===== config.mk =====
export PLATFORM = sky130hd
export DESIGN_NAME = accum_wr_seq
export DESIGN_NICKNAME = d
export VERILOG_FILES = /design/src/rtl/accum_pkg.sv /design/src/rtl/accum_skew_line.sv /design/src/rtl/accum_wr_seq.sv
export SDC_FILE = /design/constraint.sdc
export NUM_CORES = 1
export LEC_CHECK = 0
export ABC_CLOCK_PERIOD_IN_PS = 2550
export CORE_MARGIN = 2
export CORE_UTILIZATION = 45
export CTS_BUF_LIST = sky130_fd_sc_hd__clkbuf_4
export DETAILED_ROUTE_END_ITERATION = 10
export PLACE_DENSITY = 0.72
export SLEW_MARGIN = 20
export SYNTH_ARGS = -nofsm -noshare
export SYNTH_HDL_FRONTEND = slang
export SYNTH_SLANG_ARGS = --single-unit

===== constraint.sdc =====
create_clock -name clk -period 2.55 [get_ports clk]
set_input_delay 0.51 -clock clk [delete_from_list [all_inputs] [get_ports clk]]
set_output_delay 0.51 -clock clk [all_outputs]
set_load 0.005 [all_outputs]

===== src/rtl/accum_pkg.sv =====
// Shared types and constants for the accumulator write sequencer and its skew line.
package accum_pkg;

    localparam int DEFAULT_SYS_COL    = 16;
    localparam int DEFAULT_ACCUM_ROW  = 256;
    localparam int DEFAULT_ADDR_WIDTH = $clog2(DEFAULT_ACCUM_ROW);

    // One write slot travelling down the skew line; en is the MSB.
    typedef struct packed {
        logic                          en;
        logic                          acc;
        logic [DEFAULT_ADDR_WIDTH-1:0] addr;
    } wr_slot_t;

    localparam int WR_SLOT_W = $bits(wr_slot_t);

    typedef enum logic [1:0] {
        IDLE  = 2'd0,
        RUN   = 2'd1,
        DRAIN = 2'd2
    } seq_state_t;

    // Number of registered stages needed so the last column taps the last stage.
    function automatic int skew_depth(input int sys_col, input int col_skew);
        return (sys_col - 1) * col_skew + 1;
    endfunction

endpackage


===== src/rtl/accum_skew_line.sv =====
// Stallable delay line of write slots with one tap per column, COL_SKEW stages apart.
module accum_skew_line
    import accum_pkg::*;
#(
    parameter int SYS_COL  = DEFAULT_SYS_COL,
    parameter int COL_SKEW = 1,
    parameter int SLOT_W   = WR_SLOT_W
) (
    input  logic              clk,
    input  logic              rstn,
    input  logic              hold,
    input  logic [SLOT_W-1:0] slot_in,
    output logic [SLOT_W-1:0] tap_out [0:SYS_COL-1]
);

    localparam int DEPTH = skew_depth(SYS_COL, COL_SKEW);

    logic [SLOT_W-1:0] stage_q [0:DEPTH-1];

    // Shift one stage per unheld cycle; the whole line freezes while hold is high.
    always_ff @(posedge clk or negedge rstn) begin
        if (!rstn) begin
            for (int s = 0; s < DEPTH; s++) begin
                stage_q[s] <= '0;
            end
        end else if (!hold) begin
            stage_q[0] <= slot_in;
            for (int s = 1; s < DEPTH; s++) begin
                stage_q[s] <= stage_q[s-1];
            end
        end
    end

    for (genvar c = 0; c < SYS_COL; c++) begin : g_tap
        assign tap_out[c] = stage_q[c*COL_SKEW];
    end

endmodule


===== src/rtl/accum_wr_seq.sv =====
// Burst write sequencer: accepts a row burst command, generates wrapped row
// addresses and fans them out to the accumulator columns through a skew line.
//
// Handshake: a command transfers on a rising edge where cmd_valid and cmd_ready
// are both 1; cmd_ready is 1 only in IDLE and does not depend on cmd_valid.
module accum_wr_seq
    import accum_pkg::*;
#(
    parameter  int SYS_COL    = DEFAULT_SYS_COL,
    parameter  int ACCUM_ROW  = DEFAULT_ACCUM_ROW,
    parameter  int MAX_LEN    = 256,
    parameter  int COL_SKEW   = 1,
    localparam int ADDR_WIDTH = $clog2(ACCUM_ROW),
    localparam int LEN_WIDTH  = $clog2(MAX_LEN + 1)
) (
    input  logic                  clk,
    input  logic                  rstn,
    input  logic                  cmd_valid,
    output logic                  cmd_ready,
    input  logic [ADDR_WIDTH-1:0] cmd_base,
    input  logic [LEN_WIDTH-1:0]  cmd_len,
    input  logic                  cmd_acc,
    input  logic                  stall,
    output logic [SYS_COL-1:0]    wr_en_out,
    output logic [SYS_COL-1:0]    wr_acc_out,
    output logic [ADDR_WIDTH-1:0] wr_addr_out [0:SYS_COL-1],
    output logic                  busy,
    output logic                  done
);

    typedef struct packed {
        logic                  en;
        logic                  acc;
        logic [ADDR_WIDTH-1:0] addr;
    } slot_t;

    localparam int SLOT_W  = $bits(slot_t);
    localparam int DEPTH   = skew_depth(SYS_COL, COL_SKEW);
    localparam int DRAIN_W = $clog2(DEPTH + 1);

    localparam logic [DRAIN_W-1:0]  DRAIN_LAST = DRAIN_W'(DEPTH - 1);
    localparam logic [ADDR_WIDTH:0] ROW_LIMIT  = (ADDR_WIDTH + 1)'(ACCUM_ROW);

    seq_state_t state_q, state_d;

    logic [LEN_WIDTH-1:0]  len_q;
    logic [LEN_WIDTH-1:0]  row_idx_q;
    logic                  acc_q;
    logic [ADDR_WIDTH-1:0] addr_q;
    logic [DRAIN_W-1:0]    drain_cnt_q;
    logic                  done_q;

    logic                  accept;
    logic                  start;
    logic                  inject;
    logic                  done_d;
    logic [ADDR_WIDTH:0]   base_ext;
    logic [ADDR_WIDTH:0]   addr_inc;
    logic [ADDR_WIDTH-1:0] base_fold;
    logic [ADDR_WIDTH-1:0] addr_next;
    slot_t                 slot_in;
    logic [SLOT_W-1:0]     taps [0:SYS_COL-1];

    // Wrap addresses by compare-and-subtract so non-power-of-2 row counts work.
    always_comb begin
        base_ext  = {1'b0, cmd_base};
        base_fold = cmd_base;
        if (base_ext >= ROW_LIMIT) begin
            base_fold = ADDR_WIDTH'(base_ext - ROW_LIMIT);
        end
        addr_inc  = {1'b0, addr_q} + (ADDR_WIDTH + 1)'(1);
        addr_next = ADDR_WIDTH'(addr_inc);
        if (addr_inc >= ROW_LIMIT) begin
            addr_next = ADDR_WIDTH'(addr_inc - ROW_LIMIT);
        end
    end

    // State register.
    always_ff @(posedge clk or negedge rstn) begin
        if (!rstn) begin
            state_q <= IDLE;
        end else begin
            state_q <= state_d;
        end
    end

    // Next-state and control decode.
    always_comb begin
        state_d   = state_q;
        cmd_ready = 1'b0;
        accept    = 1'b0;
        start     = 1'b0;
        inject    = 1'b0;
        done_d    = 1'b0;
        case (state_q)
            IDLE: begin
                cmd_ready = 1'b1;
                if (cmd_valid) begin
                    accept = 1'b1;
                    if (cmd_len != '0) begin
                        start   = 1'b1;
                        state_d = RUN;
                    end else begin
                        done_d = 1'b1;
                    end
                end
            end
            RUN: begin
                if (!stall) begin
                    inject = 1'b1;
                    if (row_idx_q == len_q - LEN_WIDTH'(1)) begin
                        state_d = DRAIN;
                    end
                end
            end
            DRAIN: begin
                if (!stall && (drain_cnt_q == DRAIN_LAST)) begin
                    state_d = IDLE;
                    done_d  = 1'b1;
                end
            end
            default: begin
                state_d = IDLE;
            end
        endcase
    end

    // Burst registers: latch the command, then step row index and address per injection.
    always_ff @(posedge clk or negedge rstn) begin
        if (!rstn) begin
            len_q     <= '0;
            row_idx_q <= '0;
            acc_q     <= 1'b0;
            addr_q    <= '0;
        end else if (start) begin
            len_q     <= cmd_len;
            row_idx_q <= '0;
            acc_q     <= cmd_acc;
            addr_q    <= base_fold;
        end else if (inject) begin
            row_idx_q <= row_idx_q + LEN_WIDTH'(1);
            addr_q    <= addr_next;
        end
    end

    // Drain counter advances only on unstalled DRAIN cycles, so stalls stretch DRAIN.
    always_ff @(posedge clk or negedge rstn) begin
        if (!rstn) begin
            drain_cnt_q <= '0;
        end else if (state_q != DRAIN) begin
            drain_cnt_q <= '0;
        end else if (!stall) begin
            drain_cnt_q <= drain_cnt_q + DRAIN_W'(1);
        end
    end

    // Completion pulse, registered so it appears the cycle after the deciding edge.
    always_ff @(posedge clk or negedge rstn) begin
        if (!rstn) begin
            done_q <= 1'b0;
        end else begin
            done_q <= done_d;
        end
    end

    // Slot offered to stage 0; empty slots carry zero address and mode.
    always_comb begin
        slot_in = '0;
        if (inject) begin
            slot_in.en   = 1'b1;
            slot_in.acc  = acc_q;
            slot_in.addr = addr_q;
        end
    end

    accum_skew_line #(
        .SYS_COL  (SYS_COL),
        .COL_SKEW (COL_SKEW),
        .SLOT_W   (SLOT_W)
    ) u_skew_line (
        .clk     (clk),
        .rstn    (rstn),
        .hold    (stall),
        .slot_in (slot_in),
        .tap_out (taps)
    );

    // Write enables are masked during stall so a held slot is written only once.
    for (genvar c = 0; c < SYS_COL; c++) begin : g_col
        slot_t tap_s;
        assign tap_s          = taps[c];
        assign wr_en_out[c]   = tap_s.en & ~stall;
        assign wr_acc_out[c]  = tap_s.acc;
        assign wr_addr_out[c] = tap_s.addr;
    end

    assign busy = (state_q != IDLE);
    assign done = done_q;

    // Burst lengths above MAX_LEN are outside the supported command range.
    assert property (@(posedge clk) disable iff (!rstn)
        (cmd_valid && cmd_ready) |-> (cmd_len <= LEN_WIDTH'(MAX_LEN)));

endmodule


# ---- After elaboration in Yosys (flattened, before gate mapping)
# Cells that the tools add are included.
dict set report totals {
  register_bits 195
  out_inout_bits 163
  wordCells 88
}
dict set report classes {
  add_sub_neg 5
  magnitude_cmp 1
  n_eq_ne 11
  muxes 24
  bitwise_logic 17
  reduce_logical 7
}
# op n
set ops {}
lappend ops {{8-bit 2-to-1 mux} 3}
lappend ops {{9-bit 2-to-1 mux} 2}
lappend ops {{1-bit bitwise AND} 16}
lappend ops {{2-bit != test, second input constant} 6}
lappend ops {{10-bit 2-to-1 mux} 1}
lappend ops {{2-bit 2-to-1 mux} 5}
lappend ops {{5-bit 2-to-1 mux} 2}
lappend ops {{8-bit by 1-bit adder with 9-bit output, second input constant} 1}
lappend ops {{9-bit by 1-bit adder with 9-bit output, second input constant} 1}
lappend ops {{9-bit equality test} 1}
lappend ops {{9-bit greater-or-equal comparator, second input constant} 1}
lappend ops {{1-bit 2-to-1 mux} 9}
lappend ops {{9-bit nonzero test} 1}
lappend ops {{9-bit by 1-bit subtractor with 9-bit output, second input constant} 1}
lappend ops {{8-bit by 1-bit subtractor with 8-bit output, second input constant} 1}
lappend ops {{2-bit case mux with 3 select lines} 1}
lappend ops {{5-bit by 1-bit adder with 5-bit output, second input constant} 1}
lappend ops {{5-bit by 4-bit equality test with 1-bit output, second input constant} 1}
lappend ops {{5-bit AND reduction} 1}
lappend ops {{2-bit nonzero test} 2}
lappend ops {{2-bit by 1-bit equality test with 1-bit output, second input constant} 1}
lappend ops {{2-bit equality test, second input constant} 1}
lappend ops {{2-bit logical NOT} 1}
lappend ops {{2-bit by 1-bit != test with 1-bit output, second input constant} 1}
lappend ops {{4 further kinds} 4}

# ---- Logic depth before layout (Yosys ltp)
dict set report logic_depth {
  depth_word 5
  depth_mapped 7
  depth_no_buf 7
}

# ---- Modules after synthesis
# A second synthesis with hierarchy kept.
dict set report hier_totals {
  hier_cells 565
  area_unflattened_um2 8449.4
}
# module n_inst cells_per_inst area_each_um2 seq_area_each_um2
set by_module_without_submodules {}
lappend by_module_without_submodules {accum_skew_line 1 338 6346.1 4003.8}
lappend by_module_without_submodules {accum_wr_seq 1 227 2103.3 875.8}

# ---- Worst setup path before layout
# OpenSTA, ideal clock, no wires.
dict set report synth_path {
  path_type {reg-to-reg}
  start {register len_q[0]}
  end {register state_q[0]}
  t_arrival_ns 1.802
  path_slack_ns 0.627
  path_stages_with_launch 8
  path_cell_list {dfrtp_1 inv_1 ha_1 inv_1 or4_1 a31oi_1 o211ai_2 o211a_1}
}
dict set report synth_between {
  elab_chain_cells 4
}
# element line
set synth_lines {}
lappend synth_lines {{start, declared} accum_wr_seq.sv:46} ;# logic [LEN_WIDTH-1:0] len_q;
lappend synth_lines {{start signal, assigned} accum_wr_seq.sv:136} ;# len_q <= cmd_len;
lappend synth_lines {{9-bit by 1-bit subtractor with 9-bit output} accum_wr_seq.sv:111} ;# if (row_idx_q == len_q - LEN_WIDTH'(1)) begin
lappend synth_lines {{9-bit equality test} accum_wr_seq.sv:111}
lappend synth_lines {{2-bit != test (no line)} --}
lappend synth_lines {{5-bit AND reduction (no line)} --}
lappend synth_lines {{end signal, assigned} accum_wr_seq.sv:83} ;# state_q <= state_d;
lappend synth_lines {{end, declared} accum_wr_seq.sv:44} ;# seq_state_t state_q, state_d;
# Every way passes these cells.
# A chain may end at the register's enable or synchronous reset.

# ---- Worst setup path in the final report
dict set report layout_path {
  start {register state_q[1]}
  end {output port cmd_ready}
}
dict set report layout_between {
  elab_chain_cells 2
}
# element line
set layout_lines {}
lappend layout_lines {{2-bit logical NOT} --}
lappend layout_lines {{1-bit 2-to-1 mux} accum_wr_seq.sv:95} ;# case (state_q)
lappend layout_lines {{end, declared} accum_wr_seq.sv:19} ;# output logic cmd_ready,
# Every way passes these cells.

==> impl_metrics.yaml <==
routing:
  drt.antenna.violating_nets: 0
  wl_per_cell_um: 16.9
  wl_mm: 17.3
  drtPass1Iterations: 4
  drt_iter0_markers: 172
  drc_errors: 0
  detailroute.via_count: 5181
  vias_per_cell: 5.05
timing:
  final.setup.tns_ns: 0
  tightest_slew_ns: 0.563
  slew_limit_headroom_pct: 62.4
  period_share_pct: 91.7
  grt_setup_unrepaired: "false"
  hold_viol: 0
  fin_worst_skew_ns: 0.0336
  final_max_slew_viol_count: 0
  fmax_ghz: 0.428
  final-setup-viol-count: 0
  final.min_clock_period_ns: 2.34
floorplanning:
  die_width_um: 145
  io_pins: 185
  num_rows: 51
  die_span_in_y_um: 145
  initial_core_util_pct: 45.9
  core-area_mm2: 0.0195
  die_area_mm2: 0.0210
cts:
  postCtsSetupBuffers: 0
  clkLatencyLatePin_ns: 0.57
  clock_tree_from_tritoncts: "done"
  cts.sinks: 195
  ctsHoldBuffers: 1
  cts-htree-levels: 4
  post_cts.resized_instances: 0
  cts.path.max_buffers: 2
  clk_transition_reported_paths_ns: 0.15
  numCtsBuffers: 17
  clk_root_buffer_cell: "sky130_fd_sc_hd__clkbuf_4"
synthesis:
  synth.top_cells.by_area: "sky130_fd_sc_hd__dfrtp_1 55%, sky130_fd_sc_hd__mux2_2 17%, sky130_fd_sc_hd__buf_4 12%"
  yosys_register_bits: 195
  synth_unique_cells: 46
  synth_nets: 729
  synth.yosys.seq_area_share_pct: 54.6
  yosys.area.top_type_share_pct: 54.6
  yosysWarningCount: 0
  yosysTopAreaCell: "sky130_fd_sc_hd__dfrtp_1"
  post_synth_inst_count: 702
  synth_area_mm2: 0.00893
  avgSynthCellArea_um2: 12.7
setup_path:
  critical_path_required_ns: 2.04
  critical_path.startpoint_type: "register"
  path_class: "register to output port"
  worst_ep_arrival_time_ns: 1.83
  regToRegStartpoint: "len_q[0]"
  critPathMaxFanout: 5
  worst_r2r_path_depth: 7
  worst_case_register_to_register_setup_slack_ns: 0.33
  cp-end-kind: "output port"
  r2r_end: "state_q[0]"
place:
  place.detailed.instances: 992
  detailedPlacementHpwl_mm: 12.5
  port_buffers: 184
  gp_congestion: 0.812
  placed_area_mm2: 0.0101
power_and_ir_drop:
  vdd.ir_drop.worst_v: 0.000432
  power_per_cell_area_mw_per_mm2: 1080
  fin_total_pwr_uw: 11100
  leakage_component_of_the_power_uw: 0.00461
final_layout:
  final_cell_count_no_fill: 1025
  stdcell_area_mm2: 0.0103
  antennaDiodeCount: 0
  final_layout_size_suffix_gt1_share_pct: 24.7
  syn_to_final_growth_pct: 15.3
  finalNetCount: 774
  final_cell_mix: "195 x sky130_fd_sc_hd__dfrtp_1, 182 x sky130_fd_sc_hd__clkdlybuf4s50_1, 135 x sky130_fd_sc_hd__mux2_2, 20 x sky130_fd_sc_hd__nand2_1, 19 x sky130_fd_sc_hd__clkbuf_4"
  layout.cells.most_common: "sky130_fd_sc_hd__dfrtp_1"
global_routing:
  grt_max_degree: 68
  global_route.usage.total_pct: 17.1
  grt_residual_overflow: 0
  grt_antenna_before_repair: 0
  first_global_vias: 5455
  grt_first_pass_wirelength_mm: 29.2
hold_path:
  worstHoldPathType: "input port to register"
  startpoint_of_the_most_critical_hold_path: "stall"
  cell_depth_of_the_worst_hold_path: 2
  timing.hold.worst_endpoint: "u_skew_line.tap_out[89]"
status:
  status: "complete, no violations"
job:
  max_cap_violations: 0
## power by group
part / switching [µW] / leakage [µW] / internal [µW]
Combinational: 1370 / 0.00197 / 2890
Sequential: 1110 / 0.00251 / 4310
Clock: 1030 / 0.000128 / 405
Total: 3510 / 0.00461 / 7600
## routing by layer
layer | GRT usage [%] | vias up | share of wire, %
met5 | 0 | - | 0
met2 | 27.3 | 170 | 47
met1 | 22.9 | 2630 | 45
li1 | - | 2358 | -
met4 | 5.10 | 0 | 1.6
met3 | 4.97 | 23 | 6.4
## area by class of cell
type | instances | area [µm²]
inverter | 9 | 33.8
multi-input combinational | 327 | 2840
clock inverter | 13 | 86.3
fill | 1669 | 9170
tap | 265 | 332
timing repair buffer | 197 | 1980
sequential | 195 | 4880
clock buffer | 19 | 143
## cell usage after synthesis (all sizes together)
cell,number
mux2i,1
nand2b,4
o22ai,1
o211ai,2
o21ai,17
and3,4
nand4b,2
o21ba,1
or4,3
a21oi,3
nor3,4
nor4,2
a21o,17
a211oi,2
a22o,9
nand2,20
o31ai,1
ha,5
and4,1
a2bb2oi,1
nor2,17
mux2,141
nor2b,19
xor2,14
o311ai,1
nor3b,3
nand3,4
clkbuf,17
buf,154
o211a,1
inv,9
xnor2,11
a31oi,1
a221o,2
or3,5
dfrtp,195
or2,1
nand4,7
## registers in the layout, indices dropped and copies added (netlist names)
name,flops
len_q,9
row_idx_q,9
u_skew_line.tap_out,160
done,1
addr_q,8
acc_q,1
drain_cnt_q,5
state_q,2
## critical path, cell delays in order (launching register included)
cell,delay [ns]
sky130_fd_sc_hd__dfrtp_1,0.48
sky130_fd_sc_hd__nor2_1,0.25
sky130_fd_sc_hd__clkdlybuf4s50_1,0.55
## logic make-up after synthesis
logic type / after synthesis / synth area share (%)
xor+xnor: 25 / 2.45
simple gates: 96 / 5.84
fa+ha+maj: 5 / 0.700
compound gates: 59 / 4.87
buf+inv: 180 / 13.6
flops: 195 / 54.6
mux: 142 / 17.9
## per-stage QoR
step / hold slack (ns) / setup WS, ns / util (%)
2_1_floorplan: 0.214 / 0.627 / -
3_3_place_gp: 0.456 / 0.314 / 51.7
3_5_place_dp: 0.461 / 0.299 / 51.7
4_1_cts: 0.390 / 0.179 / 52.9
5_1_grt: 0.389 / 0.118 / 52.9
6_report: 0.434 / 0.213 / 52.9
## worst max-delay path by stage
| stage | end | slack, ns | from |
|---|---|---|---|
| final | cmd_ready | 0.21 | state_q[1] |
| after global routing | cmd_ready | 0.12 | state_q[1] |
| after CTS | cmd_ready | 0.18 | state_q[1] |
| after detailed placement | len_q[4] | 0.30 | cmd_len[2] |
| after global placement | len_q[8] | 0.31 | cmd_len[2] |
| after floorplan | state_q[0] | 0.63 | len_q[0] |
Power figures use the tool's default switching activity.
